### config.mk
export PLATFORM = sky130hd
export DESIGN_NAME = mem_sched
export DESIGN_NICKNAME = d
export VERILOG_FILES = /design/src/rtl/mem_pkg.sv /design/src/rtl/mem_sched_rr2.sv /design/src/rtl/mem_sched.sv
export SDC_FILE = /design/constraint.sdc
export NUM_CORES = 1
export LEC_CHECK = 0
export ABC_AREA = 1
export CAP_MARGIN = 20
export CORE_AREA = 2 2 243 245
export CTS_CLUSTER_SIZE = 24
export DETAILED_ROUTE_END_ITERATION = 6
export DIE_AREA = 0 0 245 247
export DONT_BUFFER_PORTS = 1
export SYNTH_ARGS = -nofsm -noshare
export SYNTH_HDL_FRONTEND = slang
export SYNTH_HIERARCHICAL = 1
export SYNTH_SLANG_ARGS = --single-unit
### constraint.sdc
create_clock -name clk -period 4.4 [get_ports clk]
set_input_delay 0.88 -clock clk [delete_from_list [all_inputs] [get_ports clk]]
set_output_delay 0.88 -clock clk [all_outputs]
set_load 0.02 [all_outputs]
### src/rtl/mem_pkg.sv
// Shared types and default widths for the memory request scheduler.
package mem_pkg;

  localparam int unsigned PA_WIDTH_DEFAULT   = 32;
  localparam int unsigned LINE_WIDTH_DEFAULT = 128;
  localparam int unsigned ID_WIDTH_DEFAULT   = 4;

  typedef enum logic [1:0] {
    IDLE  = 2'd0,
    ISSUE = 2'd1,
    WAIT  = 2'd2,
    RESP  = 2'd3
  } state_t;

  typedef enum logic {
    INSTR = 1'b0,
    DATA  = 1'b1
  } src_t;

  // Request record at the default widths; mem_sched keeps a parameter-sized
  // copy with the same field layout.
  typedef struct packed {
    logic [PA_WIDTH_DEFAULT-1:0]   addr;
    logic [LINE_WIDTH_DEFAULT-1:0] data;
    logic                          write;
    src_t                          src;
  } mem_req_t;

endpackage

### src/rtl/mem_sched_rr2.sv
// Two-way fairness picker: on contention the side not granted last time wins.
module rr2
  import mem_pkg::*;
(
  input  logic req_instr,
  input  logic req_data,
  input  src_t last_grant,
  output src_t winner
);

  // Choose the winner from the pending requests and the previous grant.
  always_comb begin
    winner = INSTR;
    if (req_instr && req_data) begin
      winner = (last_grant == DATA) ? INSTR : DATA;
    end else if (req_data) begin
      winner = DATA;
    end
  end

endmodule

### src/rtl/mem_sched.sv
// Single-outstanding memory scheduler shared by the I-cache and D-cache.
module mem_sched
  import mem_pkg::*;
#(
  parameter int unsigned PA_WIDTH   = PA_WIDTH_DEFAULT,
  parameter int unsigned LINE_WIDTH = LINE_WIDTH_DEFAULT,
  parameter int unsigned ID_WIDTH   = ID_WIDTH_DEFAULT
) (
  input  logic                  clk,
  input  logic                  rst,
  input  logic                  i_instr_enable,
  input  logic [PA_WIDTH-1:0]   i_instr_addr,
  input  logic                  i_data_enable,
  input  logic [PA_WIDTH-1:0]   i_data_addr,
  input  logic [LINE_WIDTH-1:0] i_data,
  input  logic                  i_data_write,
  output logic                  o_instr_grant,
  output logic                  o_data_grant,
  output logic [ID_WIDTH-1:0]   o_mem_id,
  output logic                  o_mem_enable,
  output logic [PA_WIDTH-1:0]   o_mem_addr,
  output logic [LINE_WIDTH-1:0] o_mem_data,
  output logic                  o_mem_write,
  input  logic                  i_mem_ready,
  input  logic                  i_mem_valid,
  input  logic [LINE_WIDTH-1:0] i_mem_rdata,
  output logic                  o_resp_enable,
  output logic [LINE_WIDTH-1:0] o_resp_data,
  output logic [ID_WIDTH-1:0]   o_resp_id,
  output logic                  o_busy
);

  typedef struct packed {
    logic [PA_WIDTH-1:0]   addr;
    logic [LINE_WIDTH-1:0] data;
    logic                  write;
    src_t                  src;
  } req_t;

  state_t                state, state_next;
  req_t                  req_q, req_sel;
  src_t                  last_grant, winner;
  logic [ID_WIDTH-1:0]   id_cnt, cur_id;
  logic [LINE_WIDTH-1:0] resp_data_q;
  logic                  grant_instr_q, grant_data_q;
  logic                  any_req, take;

  rr2 u_rr2 (
    .req_instr  (i_instr_enable),
    .req_data   (i_data_enable),
    .last_grant (last_grant),
    .winner     (winner)
  );

  assign any_req = i_instr_enable | i_data_enable;
  assign take    = (state == IDLE) && any_req;

  // Assemble the winning requester's command for latching on the grant edge.
  always_comb begin
    req_sel = '0;
    if (winner == DATA) begin
      req_sel.addr  = i_data_addr;
      req_sel.data  = i_data;
      req_sel.write = i_data_write;
      req_sel.src   = DATA;
    end else begin
      req_sel.addr  = i_instr_addr;
      req_sel.src   = INSTR;
    end
  end

  // State register.
  always_ff @(posedge clk or negedge rst) begin
    if (!rst) begin
      state <= IDLE;
    end else begin
      state <= state_next;
    end
  end

  // Next-state logic; ready and valid only matter in their own states.
  always_comb begin
    state_next = state;
    case (state)
      IDLE:    if (any_req)     state_next = ISSUE;
      ISSUE:   if (i_mem_ready) state_next = req_q.write ? RESP : WAIT;
      WAIT:    if (i_mem_valid) state_next = RESP;
      RESP:                     state_next = IDLE;
      default:                  state_next = IDLE;
    endcase
  end

  // Transaction latch, ID allocation, fairness history and response capture.
  always_ff @(posedge clk or negedge rst) begin
    if (!rst) begin
      req_q         <= '0;
      cur_id        <= '0;
      id_cnt        <= '0;
      last_grant    <= INSTR;
      resp_data_q   <= '0;
      grant_instr_q <= 1'b0;
      grant_data_q  <= 1'b0;
    end else begin
      grant_instr_q <= take && (winner == INSTR);
      grant_data_q  <= take && (winner == DATA);
      if (take) begin
        req_q      <= req_sel;
        cur_id     <= id_cnt;
        id_cnt     <= id_cnt + 1'b1;
        last_grant <= winner;
      end
      if ((state == ISSUE) && i_mem_ready && req_q.write) begin
        resp_data_q <= '0;
      end
      if ((state == WAIT) && i_mem_valid) begin
        resp_data_q <= i_mem_rdata;
      end
    end
  end

  // Drive the memory command and completion broadcast from the current state.
  always_comb begin
    o_instr_grant = grant_instr_q;
    o_data_grant  = grant_data_q;
    o_mem_id      = cur_id;
    o_mem_enable  = 1'b0;
    o_mem_addr    = '0;
    o_mem_data    = '0;
    o_mem_write   = 1'b0;
    o_resp_enable = 1'b0;
    o_resp_data   = '0;
    o_resp_id     = '0;
    o_busy        = (state != IDLE);
    if (state == ISSUE) begin
      o_mem_enable = 1'b1;
      o_mem_addr   = req_q.addr;
      o_mem_data   = req_q.data;
      o_mem_write  = req_q.write;
    end
    if (state == RESP) begin
      o_resp_enable = 1'b1;
      o_resp_data   = resp_data_q;
      o_resp_id     = cur_id;
    end
  end

endmodule
==> results of run 1 <==
state kept, by name, summed over array words and instances, names as in the netlist:
signal	count
id_cnt	4
last_grant	1
o_data_grant	1
state	2
o_mem_id	4
req_q	161
o_instr_grant	1
resp_data_q	128
worst reg2reg max path, cell delays in order (launching register included):
cell and delay [ns]:
dfrtp_1 0.46, inv_1 0.18, ha_4 0.37, nand2_1 0.11, inv_1 0.25, nand2_4 0.55, buf_4 0.60, nand3_1 0.10
nand2_1 0.06
cell usage after synthesis, drive strengths merged:
cell	number	area, sq um
a21oi	1	8.76
buf	84	483
clkbuf	48	180
dfrtp	302	7560
ha	6	75.1
inv	305	1140
nand2	1029	3860
nand3	260	1300
nand3b	1	7.51
nand4	2	12.5
nor2	8	37.5
o21ai	4	20.0
xor2	1	8.76
cell type report:
class,count,area (sq um),share of cell area [%]
multi-input combinational,1312,5410,32.6
clock buffer,54,1150,6.96
sequential,302,7560,45.6
clock inverter,11,93.8,0.566
inverter,305,1140,6.91
antenna,1,2.50,0.0151
tap,773,967,5.84
timing repair buffer,22,245,1.48
where the power goes:
group          total [uW]  leakage [uW]  internal (uW)  switching [uW]
sequential           4980       0.00390           4090             886
clock                3120      0.000621           1870            1240
combinational        4360       0.00610           1130            3240
layer usage:
metal	global-route usage (%)	part of all wire [%]
met5	0	0
met4	5.70	3.2
met3	3.94	7.2
met1	19.3	42
met2	23.9	48
metrics by stage:
step / cell area, sq um / worst slack (ns)
final: 16600 / 0.898
after global routing: 16600 / 0.721
after CTS: 16600 / 0.821
after detailed placement: 15300 / 1.42
after global placement: 15300 / 1.41
after floorplan: 14700 / 1.93
logic make-up after synthesis:
logic type	Yosys count	synth area share, %
AO/OA/AOI/OAI	5	0.196
XOR/XNOR	1	0.0596
adder cells (fa/ha/maj)	6	0.511
buffers and inverters	437	12.3
flip-flops	302	51.4
AND/OR/NAND/NOR	1300	35.5
worst max path at each step:
stage	slack [ns]	startpoint	endpoint	cells after the start
after global routing	0.72	state[0]	o_resp_data[11]	4
after floorplan	1.93	state[1]	o_mem_data[100]	7
after global placement	1.41	state[0]	o_resp_data[61]	4
final	0.90	state[0]	o_resp_data[61]	4
after detailed placement	1.42	state[0]	o_resp_data[61]	4
after CTS	0.82	state[0]	o_resp_data[61]	4
what timing repair did:
item | CTS | global route
endpoints found under the hold margin | 7 | 0
setup buffers | 0 | 0
hold buffers | 2 | 0
==> impl_metrics.toml, run 1 <==
[finish]
final.fill_count = 6339
layout_common_cells = "nand2_1, dfrtp_1, inv_1, nand3_1, clkbuf_16"
layout-drive-gt1-share_pct = 4.74
final_util_pct = 28.4
fin_cells = 2780
final_common_cell = "nand2_1"
nNetsFinal = 2313
area_growth_syn_to_layout_pct = 12.7

[clocking]
clock-sinks = 302
cts_made_buffers = 37
cts.path.max_buffers = 3
clkTransAtPathRegs_ns = 0.06
clk-insertion-delay-late_ns = 0.54
htree_levels = 2
cts_tree = "built"
cts_root_buffer = "clkbuf_16"
post_cts_resized = 0

[routing]
first_pass_iters = 5
via_count = 12336
drt-vias-per-instance = 4.44
ant_nets = 0
drc = 0
drt_iter0_drc = 880
avgRoutedWirePerCell_microns = 17.2
drt_wl_total_microns = 47900

[critical_path]
worst-path-buf-inv = 2
slowest_stage = "ha_4"
arrival_ns = 2.62
reg2reg_depth = 8
reg2reg_from = "state[1]"
path_class = "flop to primary output"
cp_slowest_stage_delay_ns = 0.64
cp-end-kind = "primary output"
cp_cell_sequence = "ha_4 -> buf_4 -> nand2_1 -> inv_1"
reg2reg_to = "resp_data_q[113]"
crit_fanout = 57
critPathTopFamily = "buffers and inverters"
critPathRequiredTime_ns = 3.52
r2r_slack_ns = 1.61
critPathLaunchType = "flop"

[place]
place_congestion = 0.871
portBuffers = 0
hpwl_microns = 32400
dp_cells = 2712

[power_and_ir_drop]
leakage_uw = 0.0106
power_density_mw_per_mm2 = 752
power.total_uw = 12500
vdd_ir_drop_max_uv = 364

[floorplan]
core_area_sq_mm = 0.0582
num_rows = 89
die_y_microns = 247
ios = 629
die_w_microns = 245
initial_core_util_pct = 25.2
die_area_sq_mm = 0.0605

[timing]
setup_viol = 0
rsz0062_at_grt = "no"
slew_violations = 0
fin_tns_setup_ns = 0
worstMarginPinSlew_ns = 1.04
post-route-min-period_ns = 3.50
fin_hold_ws_ns = 0.0617
finalCritPeriodShare_pct = 79.6
fin_worst_skew_ns = 0.0131
relSlewSlack_pct = 30.9
fmax_ghz = 0.286
final_hold_viol_count = 0

[global_routing]
grt_pass1_vias = 11592
grt_use_total_pct = 14.9
antenna_found_initial = 2
grt_pass1_wl_microns = 70200
grt_max_degree = 295
overflow = 0

[synthesis]
syn_area_per_cell_sq_um = 7.17
ys.warnings.count = 6
synth_nets = 2384
synth_area_sq_mm = 0.0147
netlist-cell-type-count = 19
syn_inst = 2051
ys_seq_area_share_pct = 51.4
synth-seq-cells = 302

[run_status]
status = "finished clean"

[min_path]
holdCritPathClass = "input port to asynchronous set/reset pin"

[run]
cap_violations = 0
Note: power is estimated with default switching activity, not from simulation.
==> run 2: changes to the inputs <==
clock period = 3.1 ns   (was 4.4 ns; I/O delays follow)
==> impl_metrics.toml, run 2 (same netlist as run 1, synthesis figures left out) <==
[finish]
largest_register_ffs = 161
top_register = "req_q"
area_growth_syn_to_layout_pct = 13.4
final_common_cell = "nand2_1"
largestRegisters = "req_q: 161 flops, resp_data_q: 128 flops"
nNetsFinal = 2317
layout-drive-gt1-share_pct = 4.82
multi_input_area_sq_mm = 0.00541
layout_common_cells = "nand2_1, dfrtp_1, inv_1, nand3_1, clkbuf_16"
seq_area_sq_mm = 0.00756
insertedDiodeCount = 0
final.fill_count = 6363
fin_area_sq_mm = 0.0167

[clocking]
cts.path.max_buffers = 3
clkTransAtPathRegs_ns = 0.06
cts_tree = "built"
htree_levels = 2
cts_made_buffers = 38
post_cts.repair.setup_buffers = 0
post_cts_resized = 0
clock-sinks = 302
cts_root_buffer = "clkbuf_16"
clk-insertion-delay-late_ns = 0.54

[timing]
post-route-min-period_ns = 2.86
fin_tns_setup_ns = 0
final_hold_viol_count = 302
worstMarginPinSlew_ns = 0.925
fmax_ghz = 0.349
slew_violations = 0
finalCritPeriodShare_pct = 92.4
setup_ws_ns = 0.236
relSlewSlack_pct = 38.3
fin_worst_skew_ns = 0.0143
setup_viol = 0
fin_hold_ws_ns = -0.220
rsz0062_at_grt = "no"

[critical_path]
critPathRequiredTime_ns = 2.48
cp-end-kind = "primary output"
slowest_stage = "dfrtp_1"
worst-path-buf-inv = 3
reg2reg_from = "state[1]"
path_class = "flop to primary output"
cp_common_cell = "inv_1"
critPathTopFamily = "buffers and inverters"
critPathLaunchType = "flop"
arrival_ns = 2.24
crit_fanout = 69
reg2reg_depth = 9
cp_slowest_stage_delay_ns = 0.47
r2r_slack_ns = 0.75
reg2reg_to = "resp_data_q[108]"
cp-startpoint = "state[1]"
cp_cell_sequence = "inv_1 -> ha_4 -> buf_12 -> nand2_1 -> inv_1"

[place]
place_congestion = 0.842
dpl_cell_area_sq_mm = 0.0154
dpl_worst_slack_ns = 0.770
hpwl_microns = 32800
portBuffers = 0

[routing]
drt_wl_total_microns = 47700
drt-vias-per-instance = 4.41
via_count = 12276
drc = 0
first_pass_iters = 5
avgRoutedWirePerCell_microns = 17.1
drt_iter0_drc = 949
ant_nets = 0

[global_routing]
antenna_found_initial = 2
grt_max_degree = 303
grt_pass1_wl_microns = 70000
busiest_layer = "met2"
overflow = 0
grtUsageMet1_pct = 19.3
met3_usage_pct = 3.70
use_met2_pct = 24.0
grt_use_total_pct = 14.9
grt_pass1_vias = 11577

[floorplan]
core_area_sq_mm = 0.0582
num_rows = 89
die_area_sq_mm = 0.0605
die_w_microns = 245
die_y_microns = 247
initial_core_util_pct = 25.2
ios = 629

[run_status]
violations = "negative hold slack"
status = "finished with violations"

[power_and_ir_drop]
leakage_uw = 0.0107
vdd_ir_drop_max_uv = 498
power_density_mw_per_mm2 = 1080

[run]
cap_violations = 0

[min_path]
holdCritPathClass = "input port to asynchronous set/reset pin"
## run 2: worst max path at each step
stage	to	cells past startpoint
floorplan	o_mem_data[100]	7
global route	o_mem_data[46]	5
detailed placement	resp_data_q[94]	9
global placement	resp_data_q[126]	9
finish	o_mem_data[46]	5
CTS	o_mem_data[46]	5
## run 2: layer usage
metal  vias to the layer above  share of wire [%]
li1                       5913                  -
met1                      5776                 42
met2                       501                 48
met3                        84                6.8
met4                         2                3.2
met5                         -              0.034
## run 2: power breakdown
group | leakage, uW | internal, uW | switching, uW
clock network | 0.000649 | 2910 | 1770
registers | 0.00390 | 5810 | 1220
logic | 0.00613 | 1660 | 4620
total | 0.0107 | 10400 | 7600
## run 2: area by class of cell
type                    instances  share of cell area (%)
clock buffers                  53                    6.60
clock inverters                15                    1.27
inverters                     305                    6.87
multi-input cells            1312                    32.4
flip-flops and latches        302                    45.3
well taps                     773                    5.80
repair buffers                 25                    1.73
## run 2: metrics by stage
stage | instances | power [uW] | util (%) | hold slack (ns)
after floorplan | 2051 | 11700 | - | 0.324
after global placement | 2717 | 13300 | 26.4 | 0.331
after detailed placement | 2717 | 13400 | 26.4 | 0.329
after CTS | 2785 | 18200 | 28.6 | -0.272
after global routing | 2785 | 19300 | 28.6 | -0.270
final | 2785 | 18000 | 28.6 | -0.220
==> run 3: changes to the inputs <==
CORE_AREA = 2 2 242 244   (was 2 2 243 245)
DIE_AREA = 0 0 244 246   (was 0 0 245 247)
SYNTH_HIERARCHICAL = unset   (was 1)
TNS_END_PERCENT = 20   (was unset)
==> impl_metrics.toml, run 3 <==
[run_status]
status = "finished with violations"
violations = "negative hold slack, max-slew violations"

[power_and_ir_drop]
power_density_mw_per_mm2 = 1040
vdd_ir_drop_max_uv = 474
seqPwrFrac_pct = 38.5
switchingPower_uw = 7460
leakage_uw = 0.0103
p_clk_share_pct = 24.0
sw_frac_of_total_pct = 43.0
combPwrFrac_pct = 37.5
p_int_uw = 9860

[global_routing]
grt_use_total_pct = 15.0
grt_pass1_vias = 11707
grt_pass1_wl_microns = 71100
overflow = 0
grt_max_degree = 303
antenna_found_initial = 2

[synthesis]
synth_area_sq_mm = 0.0146
synthMostInstantiatedCell = "nand2_1"
synth-seq-cells = 302
ys.warnings.count = 0
synth_top_cell_by_area = "dfrtp_1"
ys.flop_type = "dfrtp_1"
ys_seq_area_share_pct = 51.8
synth_nets = 2326
syn_inst = 1993
async_flop_share_pct = 100
yosys-top-cells-area = "dfrtp_1, nand2_1, nand3_1"
synth_top_area_share_pct = 51.8
synth_edf_count = 0
yosys-top-cells-count = "nand2_1, nand3_1, dfrtp_1, inv_1, buf_2"
syn_area_per_cell_sq_um = 7.32
netlist-cell-type-count = 19

[timing]
final_hold_viol_count = 116
post-route-min-period_ns = 2.89
fin_hold_ws_ns = -0.206
setup_viol = 0
fin_worst_skew_ns = 0.0139
worstMarginPinSlew_ns = 1.51
fin_tns_setup_ns = 0
relSlewSlack_pct = -0.534
slew_violations = 14
rsz0062_at_grt = "no"
finalCritPeriodShare_pct = 93.1
fmax_ghz = 0.347

[clocking]
clkTransAtPathRegs_ns = 0.06
clk-insertion-delay-late_ns = 0.53
cts.path.max_buffers = 3
clock-sinks = 302
cts_made_buffers = 36
cts_tree = "built"
post_cts.repair.setup_buffers = 0
cts_root_buffer = "clkbuf_16"
htree_levels = 2
post_cts_resized = 0

[critical_path]
critPathLaunchType = "flop"
slowest_stage = "dfrtp_1"
arrival_ns = 2.27
cp_slowest_stage_delay_ns = 0.47
critPathRequiredTime_ns = 2.48
cp_common_cell = "inv_1"
cp_cell_sequence = "inv_1 -> ha_4 -> buf_12 -> nand2_1 -> inv_1"
cp-end-kind = "primary output"
path_class = "flop to primary output"
crit_fanout = 67
reg2reg_depth = 8

[finish]
nNetsFinal = 2261
final_common_cell = "nand2_1"
final.fill_count = 6258
largestRegisters = "req_q: 161 flops, resp_data_q: 128 flops"
final_util_pct = 28.9
largest_register_ffs = 161
top_register = "req_q"
area_growth_syn_to_layout_pct = 13.6
layout-drive-gt1-share_pct = 5.07
multi_input_area_sq_mm = 0.00534
seq_area_sq_mm = 0.00756
layout_common_cells = "nand2_1, nand3_1, inv_1, dfrtp_1, clkbuf_16"

[routing]
drc = 0
first_pass_iters = 5
drt-vias-per-instance = 4.56
drt_iter0_drc = 1106
drt_wl_total_microns = 47700
via_count = 12402
avgRoutedWirePerCell_microns = 17.5
ant_nets = 0

[place]
hpwl_microns = 33000
place_congestion = 0.835
portBuffers = 0

[floorplan]
num_rows = 88
die_area_sq_mm = 0.0600
ios = 629
die_y_microns = 246
initial_core_util_pct = 25.4
core_area_sq_mm = 0.0574
die_w_microns = 244

[min_path]
holdCritPathClass = "input port to asynchronous set/reset pin"

[run]
cap_violations = 0
run 3: changes by cell type after synthesis, moves of 2 or more:
cell	change
buf_1	+5
buf_2	+15
buf_4	-17
clkbuf_1	+5
inv_2	-3
nand2_1	-159
nand2_2	+2
nand3_1	+64
nand4_1	+32
nor2_1	-3
run 3: critical path, delay by kind of cell, from the launching register on:
family        cells  cell delay [ns]
simple gates      1             0.11
flops             1             0.47
fa+ha+maj         1             0.43
buf+inv           3             0.64
run 3: area by class of cell:
cell class	instances	area share, %
Sequential cell	302	45.6
Multi-Input combinational cell	1249	32.2
Inverter	303	6.86
Clock buffer	56	6.56
Tap cell	765	5.77
Timing Repair Buffer	36	2.61
Clock inverter	6	0.377
Antenna cell	2	0.0302
run 3: layer usage:
metal  vias to the layer above  GRT usage (%)  share of wire [%]
met5                         -              0              0.027
met4                         2           4.95                2.6
met3                        73           3.86                7.4
met2                       457           24.2                 49
met1                      5989           19.6                 41
li1                       5881              -                  -
run 3: final timing paths:
kind                             startpoint          endpoint  slack [ns]
worst min register to register    req_q[27]         req_q[27]        0.48
min in group clk                i_data[121]        req_q[123]        0.21
worst max-delay path               state[1]    o_mem_data[60]        0.21
max in group asynchronous               rst        req_q[131]        2.09
worst min-delay path                    rst   resp_data_q[35]       -0.21
worst max register to register     state[1]  resp_data_q[120]        0.79
run 3: cells by family (layout without fill, tap and decap cells):
| family | Yosys count | count (layout) | share of synthesized area (%) |
|---|---|---|---|
| simple gates | 1236 | 1236 | 35.3 |
| buf+inv | 442 | 401 | 12.2 |
| flops | 302 | 302 | 51.8 |
| fa+ha+maj | 6 | 6 | 0.515 |
| compound gates | 6 | 6 | 0.206 |
| xor+xnor | 1 | 1 | 0.0600 |
| other cells | 0 | 2 | 0 |
run 3: power by group through the flow:
| stage | logic, uW | registers (uW) | clock network, uW |
|---|---|---|---|
| after floorplan | 5130 | 6300 | 0 |
| after global placement | 6480 | 6690 | 0 |
| after detailed placement | 6580 | 6690 | 0 |
| after CTS | 6570 | 6660 | 4310 |
| after global routing | 7290 | 6850 | 4500 |
| final | 6490 | 6670 | 4160 |
run 3: metrics by stage:
stage	cell area (sq um)	hold WS (ns)	total power, uW	instances	worst slack (ns)
2_1_floorplan	14600	0.324	11400	1993	0.857
5_1_grt	16600	-0.242	18600	2718	0.00457
4_1_cts	16600	-0.250	17500	2717	0.160
6_report	16600	-0.206	17300	2719	0.214
3_5_place_dp	15400	0.329	13300	2655	0.746
3_3_place_gp	15400	0.331	13200	2655	0.817
